--- config.mk ---
export PLATFORM = sky130hd
export DESIGN_NAME = motor_sequencer_flat
export DESIGN_NICKNAME = d
export VERILOG_FILES = /design/src/rtl/motor_sequencer_if.sv /design/src/rtl/motor_sequencer.sv /design/src/flat_wrapper.sv
export SDC_FILE = /design/constraint.sdc
export NUM_CORES = 1
export LEC_CHECK = 0
export ABC_AREA = 1
export CAP_MARGIN = 10
export CELL_PAD_IN_SITES_DETAIL_PLACEMENT = 0
export CELL_PAD_IN_SITES_GLOBAL_PLACEMENT = 1
export CORE_MARGIN = 2
export CORE_UTILIZATION = 42
export CTS_BUF_LIST = sky130_fd_sc_hd__clkbuf_8
export CTS_CLUSTER_SIZE = 20
export DETAILED_ROUTE_END_ITERATION = 16
export GPL_TIMING_DRIVEN = 0
export PLACE_DENSITY = 0.95
export SLEW_MARGIN = 0
export SYNTH_ARGS = -nofsm -noshare
export SYNTH_HDL_FRONTEND = slang
export SYNTH_SLANG_ARGS = --single-unit
--- constraint.sdc ---
create_clock -name clk -period 3.8 [get_ports clk]
set_input_delay 0.38 -clock clk [delete_from_list [all_inputs] [get_ports clk]]
set_output_delay 0.38 -clock clk [all_outputs]
set_load 0.05 [all_outputs]
--- src/rtl/motor_sequencer_if.sv ---
// Command handshake between the command decoder and the motor sequencer.
// The decoder drives the command fields; the sequencer answers with ready.
interface motor_sequencer_if;
  logic        valid;
  logic        ready;
  logic        stop;
  logic        dir;
  logic [15:0] duty;

  modport master (output valid, output stop, output dir, output duty, input ready);
  modport slave  (input valid, input stop, input dir, input duty, output ready);
endinterface

--- src/rtl/motor_sequencer.sv ---
// Command-level motor controller: power-up settle, ramped duty changes, brake on
// reversal/stop and latched fault shutdown, driving the motor control word and PWM duty.
module motor_sequencer #(
  parameter int unsigned PwmPeriod   = 1000,
  parameter int unsigned RampStep    = 10,
  parameter int unsigned RampDiv     = 500,
  parameter int unsigned PwrSettle   = 5000,
  parameter int unsigned BrakeCycles = 5000
) (
  input  logic                clk,
  input  logic                rst,
  motor_sequencer_if.slave    cmd,
  input  logic                fault,
  input  logic                clr_fault,
  output logic [3:0]          m_c,
  output logic [15:0]         count_value,
  output logic [15:0]         duty_value,
  output logic [2:0]          state,
  output logic                busy
);

  typedef enum logic [2:0] {
    StIdle   = 3'd0,
    StPwrOn  = 3'd1,
    StRamp   = 3'd2,
    StRun    = 3'd3,
    StRampDn = 3'd4,
    StBrake  = 3'd5,
    StFault  = 3'd6
  } state_e;

  localparam logic [15:0] Period16   = 16'(PwmPeriod);
  localparam logic [15:0] Step16     = 16'(RampStep);
  localparam logic [15:0] TickLast   = 16'(RampDiv - 1);
  localparam logic [15:0] SettleLast = 16'(PwrSettle - 1);
  localparam logic [15:0] BrakeLast  = 16'(BrakeCycles - 1);

  state_e      state_q, state_d;
  logic [15:0] cnt_q, cnt_d;
  logic [15:0] duty_q, duty_d;
  logic [15:0] tgt_q, tgt_d;
  logic        cur_dir_q, cur_dir_d;
  logic        next_dir_q, next_dir_d;
  logic        stop_pend_q, stop_pend_d;

  logic        accept;
  logic        ramp_tick;
  logic [15:0] clamped;
  logic [15:0] ramp_tgt;
  logic [15:0] stepped;

  assign cmd.ready   = ((state_q == StIdle) || (state_q == StRun)) && !fault;
  assign accept      = cmd.valid && cmd.ready;
  assign clamped     = (cmd.duty > Period16) ? Period16 : cmd.duty;
  assign ramp_tick   = (cnt_q == TickLast);
  assign ramp_tgt    = (state_q == StRamp) ? tgt_q : 16'd0;
  assign count_value = Period16;
  assign duty_value  = duty_q;
  assign state       = state_q;
  assign busy        = (state_q != StIdle) && (state_q != StRun);

  // One ramp step toward the active target, landing exactly on it when close.
  always_comb begin
    stepped = ramp_tgt;
    if (ramp_tgt > duty_q) begin
      if ((ramp_tgt - duty_q) > Step16) stepped = duty_q + Step16;
    end else begin
      if ((duty_q - ramp_tgt) > Step16) stepped = duty_q - Step16;
    end
  end

  always_comb begin
    state_d     = state_q;
    cnt_d       = cnt_q + 16'd1;
    duty_d      = duty_q;
    tgt_d       = tgt_q;
    cur_dir_d   = cur_dir_q;
    next_dir_d  = next_dir_q;
    stop_pend_d = stop_pend_q;

    case (state_q)
      StIdle: begin
        duty_d = '0;
        if (accept && !cmd.stop) begin
          cur_dir_d  = cmd.dir;
          next_dir_d = cmd.dir;
          tgt_d      = clamped;
          state_d    = StPwrOn;
        end
      end
      StPwrOn: begin
        if (cnt_q == SettleLast) state_d = StRamp;
      end
      StRamp: begin
        if (duty_q == tgt_q) begin
          state_d = StRun;
        end else if (ramp_tick) begin
          duty_d = stepped;
          cnt_d  = '0;
        end
      end
      StRun: begin
        if (accept) begin
          if (cmd.stop) begin
            stop_pend_d = 1'b1;
            state_d     = StRampDn;
          end else if (cmd.dir != cur_dir_q) begin
            next_dir_d = cmd.dir;
            tgt_d      = clamped;
            state_d    = StRampDn;
          end else begin
            tgt_d   = clamped;
            state_d = StRamp;
          end
        end
      end
      StRampDn: begin
        if (duty_q == 16'd0) begin
          state_d = StBrake;
        end else if (ramp_tick) begin
          duty_d = stepped;
          cnt_d  = '0;
        end
      end
      StBrake: begin
        duty_d = '0;
        if (cnt_q == BrakeLast) begin
          if (stop_pend_q) begin
            stop_pend_d = 1'b0;
            state_d     = StIdle;
          end else begin
            cur_dir_d = next_dir_q;
            state_d   = StRamp;
          end
        end
      end
      StFault: begin
        duty_d = '0;
        if (clr_fault && !fault) state_d = StIdle;
      end
      default: state_d = StIdle;
    endcase

    // Fault overrides everything, including a command accepted this cycle.
    if (fault) begin
      state_d     = StFault;
      duty_d      = '0;
      stop_pend_d = 1'b0;
    end

    if (state_d != state_q) cnt_d = '0;
  end

  always_ff @(posedge clk) begin
    if (rst) begin
      state_q     <= StIdle;
      cnt_q       <= '0;
      duty_q      <= '0;
      tgt_q       <= '0;
      cur_dir_q   <= 1'b0;
      next_dir_q  <= 1'b0;
      stop_pend_q <= 1'b0;
    end else begin
      state_q     <= state_d;
      cnt_q       <= cnt_d;
      duty_q      <= duty_d;
      tgt_q       <= tgt_d;
      cur_dir_q   <= cur_dir_d;
      next_dir_q  <= next_dir_d;
      stop_pend_q <= stop_pend_d;
    end
  end

  // Control word is a pure decode of registered state and direction.
  always_comb begin
    m_c = 4'b0000;
    case (state_q)
      StPwrOn:                 m_c = {1'b1, 1'b1, 1'b0, cur_dir_q};
      StRamp, StRun, StRampDn: m_c = {1'b1, 1'b1, 1'b1, cur_dir_q};
      StBrake:                 m_c = {1'b1, 1'b0, 1'b1, cur_dir_q};
      default:                 m_c = 4'b0000;
    endcase
  end

endmodule

--- src/flat_wrapper.sv ---
// flat-port wrapper written by rule: the top's interface ports become plain ports
module motor_sequencer_flat 
#(
  parameter int unsigned PwmPeriod   = 1000,
  parameter int unsigned RampStep    = 10,
  parameter int unsigned RampDiv     = 500,
  parameter int unsigned PwrSettle   = 5000,
  parameter int unsigned BrakeCycles = 5000
)
  (clk, rst, fault, clr_fault, m_c, count_value, duty_value, state, busy, cmd_valid, cmd_stop, cmd_dir, cmd_duty, cmd_ready);
  motor_sequencer_if cmd_i ();
  input  logic clk;
  input  logic rst;
  input  logic fault;
  input  logic clr_fault;
  output logic [3:0] m_c;
  output logic [15:0] count_value;
  output logic [15:0] duty_value;
  output logic [2:0] state;
  output logic busy;
  input wire logic [$bits(cmd_i.valid)-1:0] cmd_valid;
  input wire logic [$bits(cmd_i.stop)-1:0] cmd_stop;
  input wire logic [$bits(cmd_i.dir)-1:0] cmd_dir;
  input wire logic [$bits(cmd_i.duty)-1:0] cmd_duty;
  output wire logic [$bits(cmd_i.ready)-1:0] cmd_ready;
  assign cmd_i.valid = cmd_valid;
  assign cmd_i.stop = cmd_stop;
  assign cmd_i.dir = cmd_dir;
  assign cmd_i.duty = cmd_duty;
  assign cmd_ready = cmd_i.ready;
  motor_sequencer #(.PwmPeriod(PwmPeriod), .RampStep(RampStep), .RampDiv(RampDiv), .PwrSettle(PwrSettle), .BrakeCycles(BrakeCycles)) u_core (.clk(clk), .rst(rst), .cmd(cmd_i), .fault(fault), .clr_fault(clr_fault), .m_c(m_c), .count_value(count_value), .duty_value(duty_value), .state(state), .busy(busy));
endmodule
==> metrics.md <==
| Metric | Value |
|---|---|
| Data required, critical path | roughly 4 ns |
| Cell taking the most area after synthesis | dfxtp_1 |
| Max Clock Freq | approximately 280 MHz |
| Share of power burned in combinational logic | 0.397 |
| Setup violators final | 0 |
| Clock network power share | 0.257 |
| Count of maximum capacitance violations | 0 |
| Clock slew at the register clock pins of the worst setup and hold paths | ~0.1 ns |
| GRT Total Usage | 0.235 |
| Cell type of the slowest stage on the worst timing path | ha_2 |
| Gate count of the mapped netlist | 967 |
| Number of flip-flops and latches in the synthesized netlist | 54 |
| Share of synthesized flip-flops with an asynchronous set or reset | 0 |
| Root buf cell | clkbuf_8 |
| Length of the first detailed-routing pass in iterations | 5 |
| Number of slew-limit violations in the final report | 0 |
| Least-Margin Pin Slew | 0.567 ns |
| Nature of the critical path startpoint | flop |
| Hold Path Class | reg2reg |
| Most used DFF post-synth | dfxtp_1 |
| Register area share after synthesis | 0.181 |
| Max_slew headroom | 0.618 |
| Distinct cell type count after synthesis | 46 |
| Hold-fix buffer count after cts | 0 |
| Number of DRC markers after the initial detailed-route iteration | 490 |
| Worst-path cell chain | inv_2, nand2_2, nor2_4, buf_8, inv_2, buf_6, nor2_2, inv_1, ha_2, nand2_1, nor2_2, nand2_1, nand2_1, xor2_1, nand3_1, nor2_2, nand2_2, nor2_4, nand2_4, buf_4, nand2_1, nand3_1, nand3_1, a21oi_1 |
| Routed WL per cell | 14.2 µm |
| Sink Count | 54 |
| Port Buf Inserts | 46 |
| Worst hold-check slack | approximately 0.46 ns |
| Worst Hold Launch | u_core.cnt_q[0] |
| Flop pwr share | 0.346 |
| Final Routed Wirelength | 17400 µm |
| Count of flip-flops with a built-in enable after synthesis | 0 |
| Worst R2R Path Depth | 24 |
| Area of the core region | 13900 µm² |
| X dimension of the die | 123 µm |
| Commonest cells after routing, fill and taps aside | nand2_1 (215), inv_1 (142), nand3_1 (122) |
| Max rail drop VDD | 216 µV |
| Number of placement rows | 43 |
| Share of the synthesized area in the top cell type | 0.181 |
| Fraction of layout cells with a size suffix above 1 | 0.133 |
| Commonest non-fill, non-tap cell in the layout | nand2_1 |
| Clock tree from TritonCTS | built |
| Worst-case clock buffer depth | 2 |
| Remaining antenna violation count | 0 |
| Signed area change from the synthesized netlist to the final layout | 18.2% |
| Launch instance of the worst register-to-register path | u_core.state[0] |
| DIE HEIGHT | around 120 µm |
| Die outline area | 15200 µm² |
| Capturing element type of the critical path | flop |
| DR vias | 6275 |
| Cell Int Power | between 1000 and 1500 µW |
| Post-Route Skew | 0.0164 ns |
| Critical Path Most Common Cell | nand2_1 |
| Power density cells | 238 nW/µm² |
| Critical path's largest stage delay | 0.39 ns |
| Maximum number of pins on one net before global-route repair | 18 |
| First-pass GRT wire length | 28400 µm |
| Count of unresolved DRC violations after routing | 0 |
| Flop2flop setup slack | ~0.17 ns |
| H-Tree Level Count | 2 |
| Maximum net fanout on the critical path | 10 |
| Number of antenna violations at the first check in global routing | 0 |
| Final antenna diode count | 0 |
| Initial Utilization | 0.429 |
| Final clock period utilization by the worst path | 0.955 |
| Filler cell count | 1462 |
| Final Hold Vio Count | 0 |
| Via-per-instance ratio | 5.13 |
| Half-perimeter wire length of the detailed placement result | 14100 µm |
| Power dissipated by switching net loads | 658 µW |
| Area of the mapped netlist | around 6000 µm² |
| Clock latency reported for the late side of the worst-skew pair | 0.33 ns |
| Switching fraction of total power | 0.393 |
| Number of global-route vias before repair | 5772 |
| Final critical path time including I/O delays and setup | 3.63 ns |
| Synth top area cells | dfxtp_1 (18%), nand2_1 (14%), nand3_1 (10%) |
| # IOs | 64 |
| Total negative slack for setup checks | 0 ns |
| Static power due to leakage | 0.00330 µW |
| Type of the worst setup path | reg2reg |
| Final total power | 1680 µW |
| Total of warnings raised by yosys | 0 |
| Synth Area per Inst | 6.16 µm² |
| Worst hold endpoint | u_core.cnt_q[0] |
| Total clock buffers created by CTS | 5 |
| Cell count of the worst hold path | 1 |
| Routability congestion estimate from global placement | approximately 0.95 |
| Result of the run | finished, final reports clean |
| Util after Layout | 0.507 |
| End of the worst register-to-register path | u_core.duty_value[5] |
| Arr. time, crit path | 3.83 ns |
| GRT Residual Overflow | 0 |
| Total Nets Final | between 1000 and 1500 |
[layout make-up]
| class | count | area (µm²) | share of cell area |
|---|---|---|---|
| multi-input cells | 728 | 4190 | 0.594 |
| repair buffers | 55 | 541 | 0.0767 |
| plain buffers | 42 | 299 | 0.0425 |
| well taps | 180 | 225 | 0.0320 |
| clock buffers | 6 | 82.6 | 0.0117 |
| inverters | 156 | 587 | 0.0833 |
| clock inverters | 2 | 38.8 | 0.00551 |
| flip-flops and latches | 54 | 1080 | 0.154 |
[metrics by stage]
| step | instances | cell area, µm² | setup slack, ns |
|---|---|---|---|
| floorplan | 981 | 6010 | 0.199 |
| global placement | 1207 | 6700 | -0.429 |
| detailed placement | 1207 | 6700 | -0.422 |
| CTS | 1218 | 6890 | 0.00411 |
| global route | 1223 | 7040 | -0.0146 |
| finish | 1223 | 7040 | 0.171 |
[flip-flops by register name, summed over array words and instances, names as in the netlist]
register	cells
u_core.tgt_q	16
u_core.stop_pend_q	1
u_core.state	3
u_core.cur_dir_q	1
u_core.next_dir_q	1
u_core.duty_value	16
u_core.cnt_q	16
[what timing repair did]
| item | in CTS | in global routing |
|---|---|---|
| buffers inserted | 3 | 6 |
| pin swaps | 3 | 8 |
| resized for setup | 17 | 22 |
| gates cloned | 0 | 0 |
| setup endpoints to repair | 16 | 16 |
[cells in the mapped netlist (2+ instances only)]
| cell type | count |
|---|---|
| nand2_1 | 217 |
| inv_1 | 142 |
| nand3_1 | 122 |
| nor2_1 | 103 |
| dfxtp_1 | 54 |
| xor2_1 | 47 |
| a21oi_1 | 40 |
| ha_1 | 29 |
| nor3_1 | 20 |
| buf_4 | 19 |
| nor2_4 | 16 |
| nand4_1 | 15 |
| o21ai_0 | 14 |
| clkbuf_1 | 12 |
| inv_2 | 12 |
| nand2_2 | 11 |
| nor4_1 | 9 |
| nand3_2 | 8 |
| a211oi_1 | 7 |
| xnor2_1 | 7 |
| buf_2 | 6 |
| buf_6 | 6 |
| nor2_2 | 5 |
| o21bai_1 | 5 |
| a221oi_1 | 4 |
| a22oi_1 | 4 |
| nand2_4 | 3 |
| nor3_2 | 3 |
| o211ai_1 | 3 |
| o21ai_2 | 3 |
| a21o_1 | 2 |
| conb_1 | 2 |
| nand3_4 | 2 |
| nand3b_1 | 2 |
| o22ai_1 | 2 |
[critical path: cells and delay by family (launching register included)]
kind	cells	cell delay [ns]
AOI/OAI and AO/OA	1	0.07
xor gates and xnor gates	1	0.21
adders and majority gates	1	0.39
buffers and inverters	6	0.68
DFF	1	0.38
and+or+nand+nor	15	1.78
[worst max-delay path by stage]
stage | startpoint | end | slack [ns] | cells past startpoint
3_5_place_dp | u_core.state[0] | u_core.duty_value[5] | -0.42 | 25
6_report | u_core.state[0] | u_core.duty_value[5] | 0.17 | 24
2_1_floorplan | u_core.state[0] | u_core.duty_value[13] | 0.20 | 27
3_3_place_gp | u_core.state[0] | u_core.duty_value[5] | -0.43 | 25
4_1_cts | u_core.state[0] | u_core.duty_value[5] | 0.004 | 24
5_1_grt | u_core.state[0] | u_core.duty_value[9] | -0.01 | 23
[routing by layer]
metal,share of wire,wire (µm),track usage
met1,0.45,7830,0.318
met5,0,0,0
met3,0.061,1070,0.0281
met4,0.035,601,0.0966
met2,0.45,7880,0.380
[cell families (layout without fill, tap and decap cells)]
group                    Yosys count  in the layout  synth area share
other                              2             16           0.00126
buffers and inverters            199            261             0.146
AND/OR/NAND/NOR                  540            540             0.435
adder cells (fa/ha/maj)           30             30            0.0642
flip-flops                        54             54             0.181
AO/OA/AOI/OAI                     87             87            0.0901
XOR/XNOR                          55             55            0.0821
[power groups by stage]
stage	Combinational, µW	Sequential [µW]	Clock [µW]
floorplan	446	601	0
global placement	609	593	0
detailed placement	608	593	0
CTS	632	581	439
global route	721	582	464
finish	665	580	431
No activity file was read; power rests on OpenSTA's default activity.
